### src/rtl/toggle_sched_arbiter.sv
// Round-robin arbiter sharing one internal T flip-flop among NUM_REQ requesters.
// The granted requester gets exactly len[i] toggles, or fewer if it drops req early.
module toggle_sched_arbiter #(
    parameter int NUM_REQ = 4,
    parameter int CNT_W   = 4
) (
    input  logic                     clk,
    input  logic                     rst_n,
    input  logic [NUM_REQ-1:0]       req,
    input  logic [NUM_REQ*CNT_W-1:0] len,
    output logic [NUM_REQ-1:0]       gnt,
    output logic                     busy,
    output logic                     T,
    output logic                     Q,
    output logic [CNT_W-1:0]         toggles_left,
    output logic                     done,
    output logic                     abort
);

    localparam int IDX_W = (NUM_REQ > 1) ? $clog2(NUM_REQ) : 1;

    typedef enum logic [1:0] {S_IDLE, S_BURST, S_DONE} state_t;

    state_t             r_state, w_next;
    logic [IDX_W-1:0]   r_owner, r_ptr, w_win, w_ptr_next;
    logic [NUM_REQ-1:0] r_gnt;
    logic [CNT_W-1:0]   r_cnt, w_win_len;
    logic               r_abort, r_q;
    logic               w_found, w_t, w_owner_req;
    int unsigned        w_cand;

    // Search starts at the pointer so the last-served requester ranks lowest.
    always_comb begin
        w_found   = 1'b0;
        w_win     = '0;
        w_win_len = '0;
        w_cand    = 0;
        for (int unsigned i = 0; i < NUM_REQ; i++) begin
            w_cand = (32'(r_ptr) + i) % NUM_REQ;
            if (!w_found && req[w_cand]) begin
                w_found   = 1'b1;
                w_win     = IDX_W'(w_cand);
                w_win_len = len[w_cand*CNT_W +: CNT_W];
            end
        end
    end

    assign w_owner_req = req[r_owner];
    assign w_t         = (r_state == S_BURST) && w_owner_req;
    assign w_ptr_next  = (r_owner == IDX_W'(NUM_REQ - 1)) ? '0 : r_owner + 1'b1;

    always_ff @(posedge clk or negedge rst_n) begin
        if (!rst_n) r_state <= S_IDLE;
        else        r_state <= w_next;
    end

    always_comb begin
        w_next = r_state;
        busy   = (r_state != S_IDLE);
        done   = (r_state == S_DONE);
        T      = w_t;
        case (r_state)
            S_IDLE:  if (w_found) w_next = (w_win_len != '0) ? S_BURST : S_DONE;
            S_BURST: if (!w_owner_req || r_cnt == CNT_W'(1)) w_next = S_DONE;
            S_DONE:  w_next = S_IDLE;
            default: w_next = S_IDLE;
        endcase
    end

    always_ff @(posedge clk or negedge rst_n) begin
        if (!rst_n) begin
            r_gnt   <= '0;
            r_owner <= '0;
            r_ptr   <= '0;
            r_cnt   <= '0;
            r_abort <= 1'b0;
            r_q     <= 1'b0;
        end else begin
            r_q <= r_q ^ w_t;
            case (r_state)
                S_IDLE: begin
                    if (w_found) begin
                        r_gnt   <= NUM_REQ'(1) << w_win;
                        r_owner <= w_win;
                        r_cnt   <= w_win_len;
                        r_abort <= 1'b0;
                    end
                end
                S_BURST: begin
                    // A dropped request freezes the count so software sees what was left.
                    if (!w_owner_req) r_abort <= 1'b1;
                    else              r_cnt   <= r_cnt - 1'b1;
                end
                S_DONE: begin
                    r_gnt   <= '0;
                    r_abort <= 1'b0;
                    r_ptr   <= w_ptr_next;
                end
                default: ;
            endcase
        end
    end

    assign gnt          = r_gnt;
    assign Q            = r_q;
    assign toggles_left = r_cnt;
    assign abort        = r_abort;

endmodule

### config.mk
export PLATFORM = sky130hd
export DESIGN_NAME = toggle_sched_arbiter
export DESIGN_NICKNAME = d
export VERILOG_FILES = /design/src/rtl/toggle_sched_arbiter.sv
export SDC_FILE = /design/constraint.sdc
export NUM_CORES = 1
export LEC_CHECK = 0
export ABC_AREA = 1
export CORE_MARGIN = 5
export CORE_UTILIZATION = 44
export DETAILED_ROUTE_END_ITERATION = 8
export PLACE_DENSITY = 0.7
export SYNTH_ARGS = -nofsm -noshare
export SYNTH_HDL_FRONTEND = slang
export SYNTH_SLANG_ARGS = --single-unit
### constraint.sdc
create_clock -name clk -period 3.4 [get_ports clk]
set_input_delay 0.51 -clock clk [delete_from_list [all_inputs] [get_ports clk]]
set_output_delay 0.51 -clock clk [all_outputs]
set_load 0.01 [all_outputs]
-- Yosys cells after proc, flatten, opt, wreduce, memory -nomap -nowiden
Cells that the tools add are included.
- flip-flop bits (word level): 16
- bits in latches: 0
- bits in writable memories: 0
- bits in read-only memories: 0
- input port bits: 22
- output and inout port bits: 13
- logic and storage cells: 86
- memories kept: 0
- $add $sub $neg: 5
- $mul: 0
- div/mod/pow operators: 0
- order comparisons: 5
- equality and inequality tests: 8
- shift-type cells: 5
- multiplexer cells: 35
- bitwise operators: 1
- reduce and logical (&&, ||, !) cells: 20
- operator list (cell ; count):
    $shiftx A16 B5 Y4 ; 4
    $mux W4 ; 7
    $mux W2 ; 8
    $pmux W4 S2 ; 2
    $lt A2 B3 Y1 const B ; 5
    $mux W1 ; 11
    $bmux W1 S2 ; 5
    $ne A2 B2 Y1 const B ; 3
    $reduce_and A2 Y1 ; 3
    $reduce_and A3 Y1 ; 2
    $reduce_bool A2 Y1 ; 3
    $add A2 B1 Y2 const B ; 2
    $add A2 B2 Y2 const B ; 2
    $eq A2 B2 Y1 const B ; 2
    $eq A4 B1 Y1 const B ; 1
    $logic_and A1 B1 Y1 ; 4
    $logic_not A1 Y1 ; 4
    $pmux W2 S2 ; 1
    $reduce_bool A4 Y1 ; 1
    $shl A1 B2 Y4 const A ; 1
    $sub A4 B1 Y4 const B ; 1
    $pmux W1 S3 ; 1
    $reduce_bool A3 Y1 ; 1
    $eq A2 B1 Y1 const B ; 1
    other kinds (4) ; 4

-- Logic depth before layout (Yosys ltp)
Gate-level depths: netlist (run 1).
- depth after elaboration: 16
- gate-level depth with buffers: 15
- mapped depth without buffers: 14

-- Worst setup path after synthesis (run 1)
OpenSTA, ideal clock, no wires.
- path type: input -> output
- from: input req[3]
- to: output T
- arrival: 1.209 ns
- data required time: 2.890 ns
- slack: 1.681 ns
- stages on the path: 4
- path buffers: 0
- path through: inv_1 > o21ai_0 > o21ai_0 > nor2_1
- word-level cells in the longest chain between the ends: 3
- RTL lines (what ; line ; text):
    start: declaration ; 9 ; input logic [NUM_REQ-1:0] req,
    $bmux W1 S2 ; 48 ; assign w_owner_req = req[r_owner];
    $mux W1 (not written as such) ; 48 ;
    $logic_and A1 B1 Y1 ; 49 ; assign w_t = (r_state == S_BURST) && w_owner_req;
    end: declaration ; 13 ; output logic T,
No other way between the ends. The select of a mux whose other input is x is not followed.

-- Final worst setup path (run 1)
- from: input req[0]
- to: output T
The elaborated chain is that of the path after synthesis.

==> results.md, run 1 <==
* Post-cts sizing count at 0
* Fin crit period at 2.79 ns
* Syn Inst Count at 272
* Final number of setup-violating endpoints at 0
* Initial Util at 46.3%
* Post-route ant nets at 0
* Pwr Total at 0.00226 W
* Adder-Cell Fraction of Synth Area at 2.17%
* CTS H-tree lvls at 1
* Tcrit/Tclk final at 82.0%
* Pin count of the biggest net entering global routing at 29
* Post-Route Setup TNS at 0 ns
* Crit Path Class: in2out
* Syn nets at 297
* RSZ-0062 raised after global routing: false
* Tightest Pin Transition at 0.698 ns
* WL final at 4040 um
* Post-synthesis mux area share at 0%
* Critical path launch point type: primary input
* Final hold vios at 0
* Vias in the first global route at 1,519
* Ys Warns at 0
* Slew headroom at 53.3%
* Post-DR wirelength/cell at 11.5 um
* Die W at 72.8 um
* # DRC at 0
* CTS tree: yes
* Clk root buf: clkbuf_8
* Compound-Gate Fraction of Synth Area at 14.9%
* Fin util at 56.7%
* Clock skew at 0.00380 ns
* Simple-Gate Fraction of Synth Area at 46.8%
* Max-cap viol count at 0
* Count of final max-slew check failures at 0
* Top cell type's share of synthesized area at 23.2%
* Largest area contributor in the synthesized netlist: nand2_1
* HPWL after detailed placement at 3100 um
* Cell variety after synth at 31
* Sequential-to-total area share from yosys stat at 23.1%
* CTS Sinks at 16
* Initial DRC Count at 80
* Mapped Avg Cell Area at 6.37 um2
* Hold/Removal Path Class: reg2reg
* Combinational family with the most area after synthesis: simple AND/OR/NAND/NOR gates
* Top cells by area, synth: nand2_1 (23%), dfrtp_1 (23%), nand3_1 (5.5%)
* Status: completed
* Clock latency on the worst-skew pair at 0.24 ns
* Die height at 72.8 um
* GR Util All Layers at 15.7%
* Placeable core area at 3740 um2
* Max Freq at 0.359 GHz
* FILL cells at 390
* Initial antenna violation count at 0
* Global-route wire length before repair at 6870 um
* Total grt overflow at 0
* Synthesized cell area at 1730 um2
* Clk pin slew, worst setup/hold paths at 0.06 ns
* #FFs+latches synth at 16
* Num CTS Buffers at 3
* Vias per cell at 5.02
* # diodes at 0
* Gp weighted congestion at 0.868
* Port bufs at 34
* Area grow syn2layout at 22.4%
* Nets at 330
* WP data required at 2.89 ns
* Postcts setup bufs at 0
* Peak supply drop at 0.000530 V
* Clk buf depth at 2
* # IOs at 35
* Commonest cells after routing, fill and taps aside: nand2_1 (107), clkdlybuf4s50_1 (34), inv_1 (22)
* Die ar. at 5290 um2
* Post-cts hold buffer count at 0
* Layout cell share with drive strength beyond 1 at 15.8%
* Most common cell after layout, fill and taps aside: nand2_1
* Crit end category: primary output
* DR vias at 1,762
* DRT Pass-1 Iters at 4
* Cell row count at 22
* XOR/XNOR Fraction of Synth Area at 2.02%
* WP data arrival at 2.28 ns
* Power per cell area at 1060 nW/um2
* Crit-path max FO at 3
* Leak at 1.07 nW
-- flip-flops by register name, indices dropped and copies added (netlist names) --
| name | count |
|---|---|
| Q | 1 |
| r_owner | 2 |
| gnt | 4 |
| toggles_left | 4 |
| r_state | 2 |
| abort | 1 |
| r_ptr | 2 |
-- through the flow --
step,hold slack (ns),cells,instance area [um2],setup WS [ns]
after floorplan,0.214,272,1730,1.68
after detailed placement,0.464,348,2080,0.588
after CTS,0.472,351,2120,0.586
after global routing,0.492,351,2120,0.442
after global placement,0.457,348,2080,0.625
final,0.467,351,2120,0.612
-- power by group --
group	switching, W	internal (W)
logic	0.00111	0.000639
registers	0.0000893	0.000280
clock network	0.0000592	0.0000784
total	0.00126	0.000998
-- kinds of logic after synthesis --
group / after synthesis
xor+xnor: 4
compound gates: 42
flops: 16
fa+ha+maj: 3
buf+inv: 39
simple gates: 168
-- cells in the mapped netlist, drive strengths merged --
cell type,count
nor2,13
xor2,3
dfrtp,16
inv,30
ha,3
o21ai,34
clkbuf,1
o22ai,1
buf,7
a21oi,6
xnor2,1
nand3b,1
nand3,24
clkinv,1
o211ai,1
nand4,4
nand2,126
-- final timing paths --
kind                           from         endpoint  slack [ns]  cells after the start
max in group asynchronous     rst_n           gnt[1]        2.27                      1
max                          req[0]                T        0.61                      7
min in group asynchronous     rst_n  toggles_left[1]        0.68                      1
max reg2reg                r_ptr[1]       r_state[0]        1.20                     13
min reg2reg                       Q                Q        0.47                      1
min                               Q                Q        0.47                      1
-- critical path: stages --
cell	delay, ns
clkdlybuf4s50_1	0.47
inv_1	0.08
o21ai_0	0.16
o21ai_0	0.13
buf_4	0.17
nor2_1	0.18
clkdlybuf4s50_1	0.57
-- layout make-up --
| cell class | instances | area, um2 | share of cell area [%] |
|---|---|---|---|
| multi-input combinational | 217 | 1140 | 53.9 |
| clock buffer | 3 | 41.3 | 1.95 |
| tap | 48 | 60.1 | 2.83 |
| inverter | 31 | 121 | 5.72 |
| sequential | 16 | 400 | 18.9 |
| timing repair buffer | 36 | 355 | 16.8 |
-- per-layer routing --
layer,GRT usage (%),vias up,wire [um]
met3,3.31,4,198
met1,22.6,797,2000
met4,1.64,0,14
met2,24.9,34,1820
met5,0,-,0
li1,-,927,-
(Power assumes the default switching activity.)
==> run 2, diff against run 1 <==
Clock period 3.4 ns to 2.7 ns, I/O delays scaled along.
==> results.md, run 2 (synthesis gave the netlist of run 1 again) <==
* Fin worst setup slack at 0.307 ns (-0.305 ns)
* Worst R2R Path Depth at 13 (unchanged)
* GR Util All Layers at 15.7% (-0.027 points)
* Port bufs at 34 (unchanged)
* Cell row count at 22 (unchanged)
* Hold/Removal Path Class: reg2reg
* Vias in the first global route at 1,547 (+1.8%)
* HPWL after detailed placement at 3190 um (+2.9%)
* Clk root buf: clkbuf_8
* CTS Sinks at 16 (unchanged)
* WP data required at 2.30 ns (-0.59 ns)
* # diodes at 0 (unchanged)
* Initial Util at 46.3% (unchanged)
* Final number of setup-violating endpoints at 0 (unchanged)
* Hold path depth at 1 (unchanged)
* Gp weighted congestion at 0.865 (-0.24%)
* Final cell count without fillers at 354 (+0.85%)
* Final hold vios at 0 (unchanged)
* Area grow syn2layout at 24.0%
* Global-route wire length before repair at 6810 um (-0.90%)
* Initial antenna violation count at 0 (unchanged)
* Clock skew at 0.00495 ns (+0.00115 ns)
* Max-cap viol count at 0 (unchanged)
* # IOs at 35 (unchanged)
* Clock latency on the worst-skew pair at 0.25 ns (about the same)
* Post-DR wirelength/cell at 11.5 um (about the same)
* CTS tree: yes
* Postcts setup bufs at 0 (unchanged)
* Peak supply drop at 0.000652 V (+23%)
* Layout cell share with drive strength beyond 1 at 16.7% (+0.83 points)
* Power per cell area at 1350 nW/um2 (+27%)
* Crit end category: primary output
* Inst Count DP at 350 (+0.57%)
* Status: completed
* Most common cell after layout, fill and taps aside: nand2_1
* WL final at 4070 um (+0.79%)
* Slew headroom at 52.5% (-0.77 points)
* Die W at 72.8 um (unchanged)
* Crit Path Class: in2out
* WP data arrival at 1.99 ns (-0.29 ns)
* Tcrit/Tclk final at 88.6%
* Placeable core area at 3740 um2 (unchanged)
* Die height at 72.8 um (unchanged)
* Setup slack at placement at 0.294 ns (-0.294 ns)
* CTS H-tree lvls at 1 (unchanged)
* Clk pin slew, worst setup/hold paths at 0.06 ns (about the same)
* Pin count of the biggest net entering global routing at 29 (unchanged)
* DRT Pass-1 Iters at 4 (unchanged)
* Post-Route Setup TNS at 0 ns (unchanged)
* Post-cts hold buffer count at 0 (unchanged)
* DR vias at 1,757 (-0.28%)
* Count of final max-slew check failures at 0 (unchanged)
* Leak at 1.09 nW (+1.6%)
* Post-cts sizing count at 0 (unchanged)
* RSZ-0062 raised after global routing: false
* Commonest cells after routing, fill and taps aside: nand2_1 (107), clkdlybuf4s50_1 (34), inv_1 (22)
* Pwr Total at 0.00290 W (+29%)
* Initial DRC Count at 74 (-7.5%)
* Fin crit period at 2.39 ns
* Num CTS Buffers at 3 (unchanged)
* Tightest Pin Transition at 0.710 ns (+0.0115 ns)
* Vias per cell at 4.96 (-1.1%)
* Total grt overflow at 0 (unchanged)
* Max Freq at 0.418 GHz
* Nets at 332 (+0.61%)
* Crit-path max FO at 3 (unchanged)
* Clk buf depth at 2 (unchanged)
* # DRC at 0 (unchanged)
* Die ar. at 5290 um2 (unchanged)
* Post-route ant nets at 0 (unchanged)
* Critical path launch point type: primary input
-- run 2: changes by cell type in the layout (fill, tap and decap cells not counted) --
cell,delta
buf_4,+2
clkbuf_8,+1
-- run 2: final timing paths --
kind / startpoint / end / slack, ns
worst max-delay path: req[3] / T / 0.31
worst min-delay path: Q / Q / 0.47
worst max register to register: r_ptr[1] / r_state[0] / 0.51
worst min register to register: Q / Q / 0.47
max in group asynchronous: rst_n / gnt[3] / 1.67
min in group asynchronous: rst_n / toggles_left[1] / 0.58
-- run 2: layout make-up --
| cell class | count | area [um2] |
|---|---|---|
| Timing Repair Buffer | 38 | 370 |
| Fill cell | 386 | 1590 |
| Sequential cell | 16 | 400 |
| Inverter | 31 | 121 |
| Tap cell | 48 | 60.1 |
| Clock buffer | 4 | 55.1 |
| Multi-Input combinational cell | 217 | 1140 |
-- run 2: power by group --
group	internal (W)	total (W)	switching, W
sequential	0.000353	0.000463	0.000110
clock	0.000129	0.000213	0.0000838
combinational	0.000820	0.00223	0.00140
total	0.00130	0.00290	0.00160
-- run 2: through the flow --
stage | util (%) | hold WS (ns) | instance area (um2)
after CTS | 57.4 | 0.470 | 2150
after floorplan | - | 0.109 | 1730
after global placement | 55.9 | 0.457 | 2090
after detailed placement | 55.9 | 0.460 | 2090
final | 57.4 | 0.469 | 2150
after global routing | 57.4 | 0.503 | 2150
-- run 2: layer usage --
metal / routed length, um / GRT usage (%) / vias up / part of all wire, %
met2: 1890 / 26.6 / 42 / 46
met1: 1970 / 21.5 / 776 / 48
met3: 200 / 2.89 / 4 / 4.9
li1: - / - / 935 / -
met5: 0 / 0 / - / 0
met4: 14 / 1.43 / 0 / 0.34
-- run 2: worst max-delay path: stages --
cell	delay, ns
clkdlybuf4s50_1	0.49
inv_1	0.08
o21ai_0	0.15
o21ai_0	0.15
nor2_1	0.15
clkdlybuf4s50_1	0.56
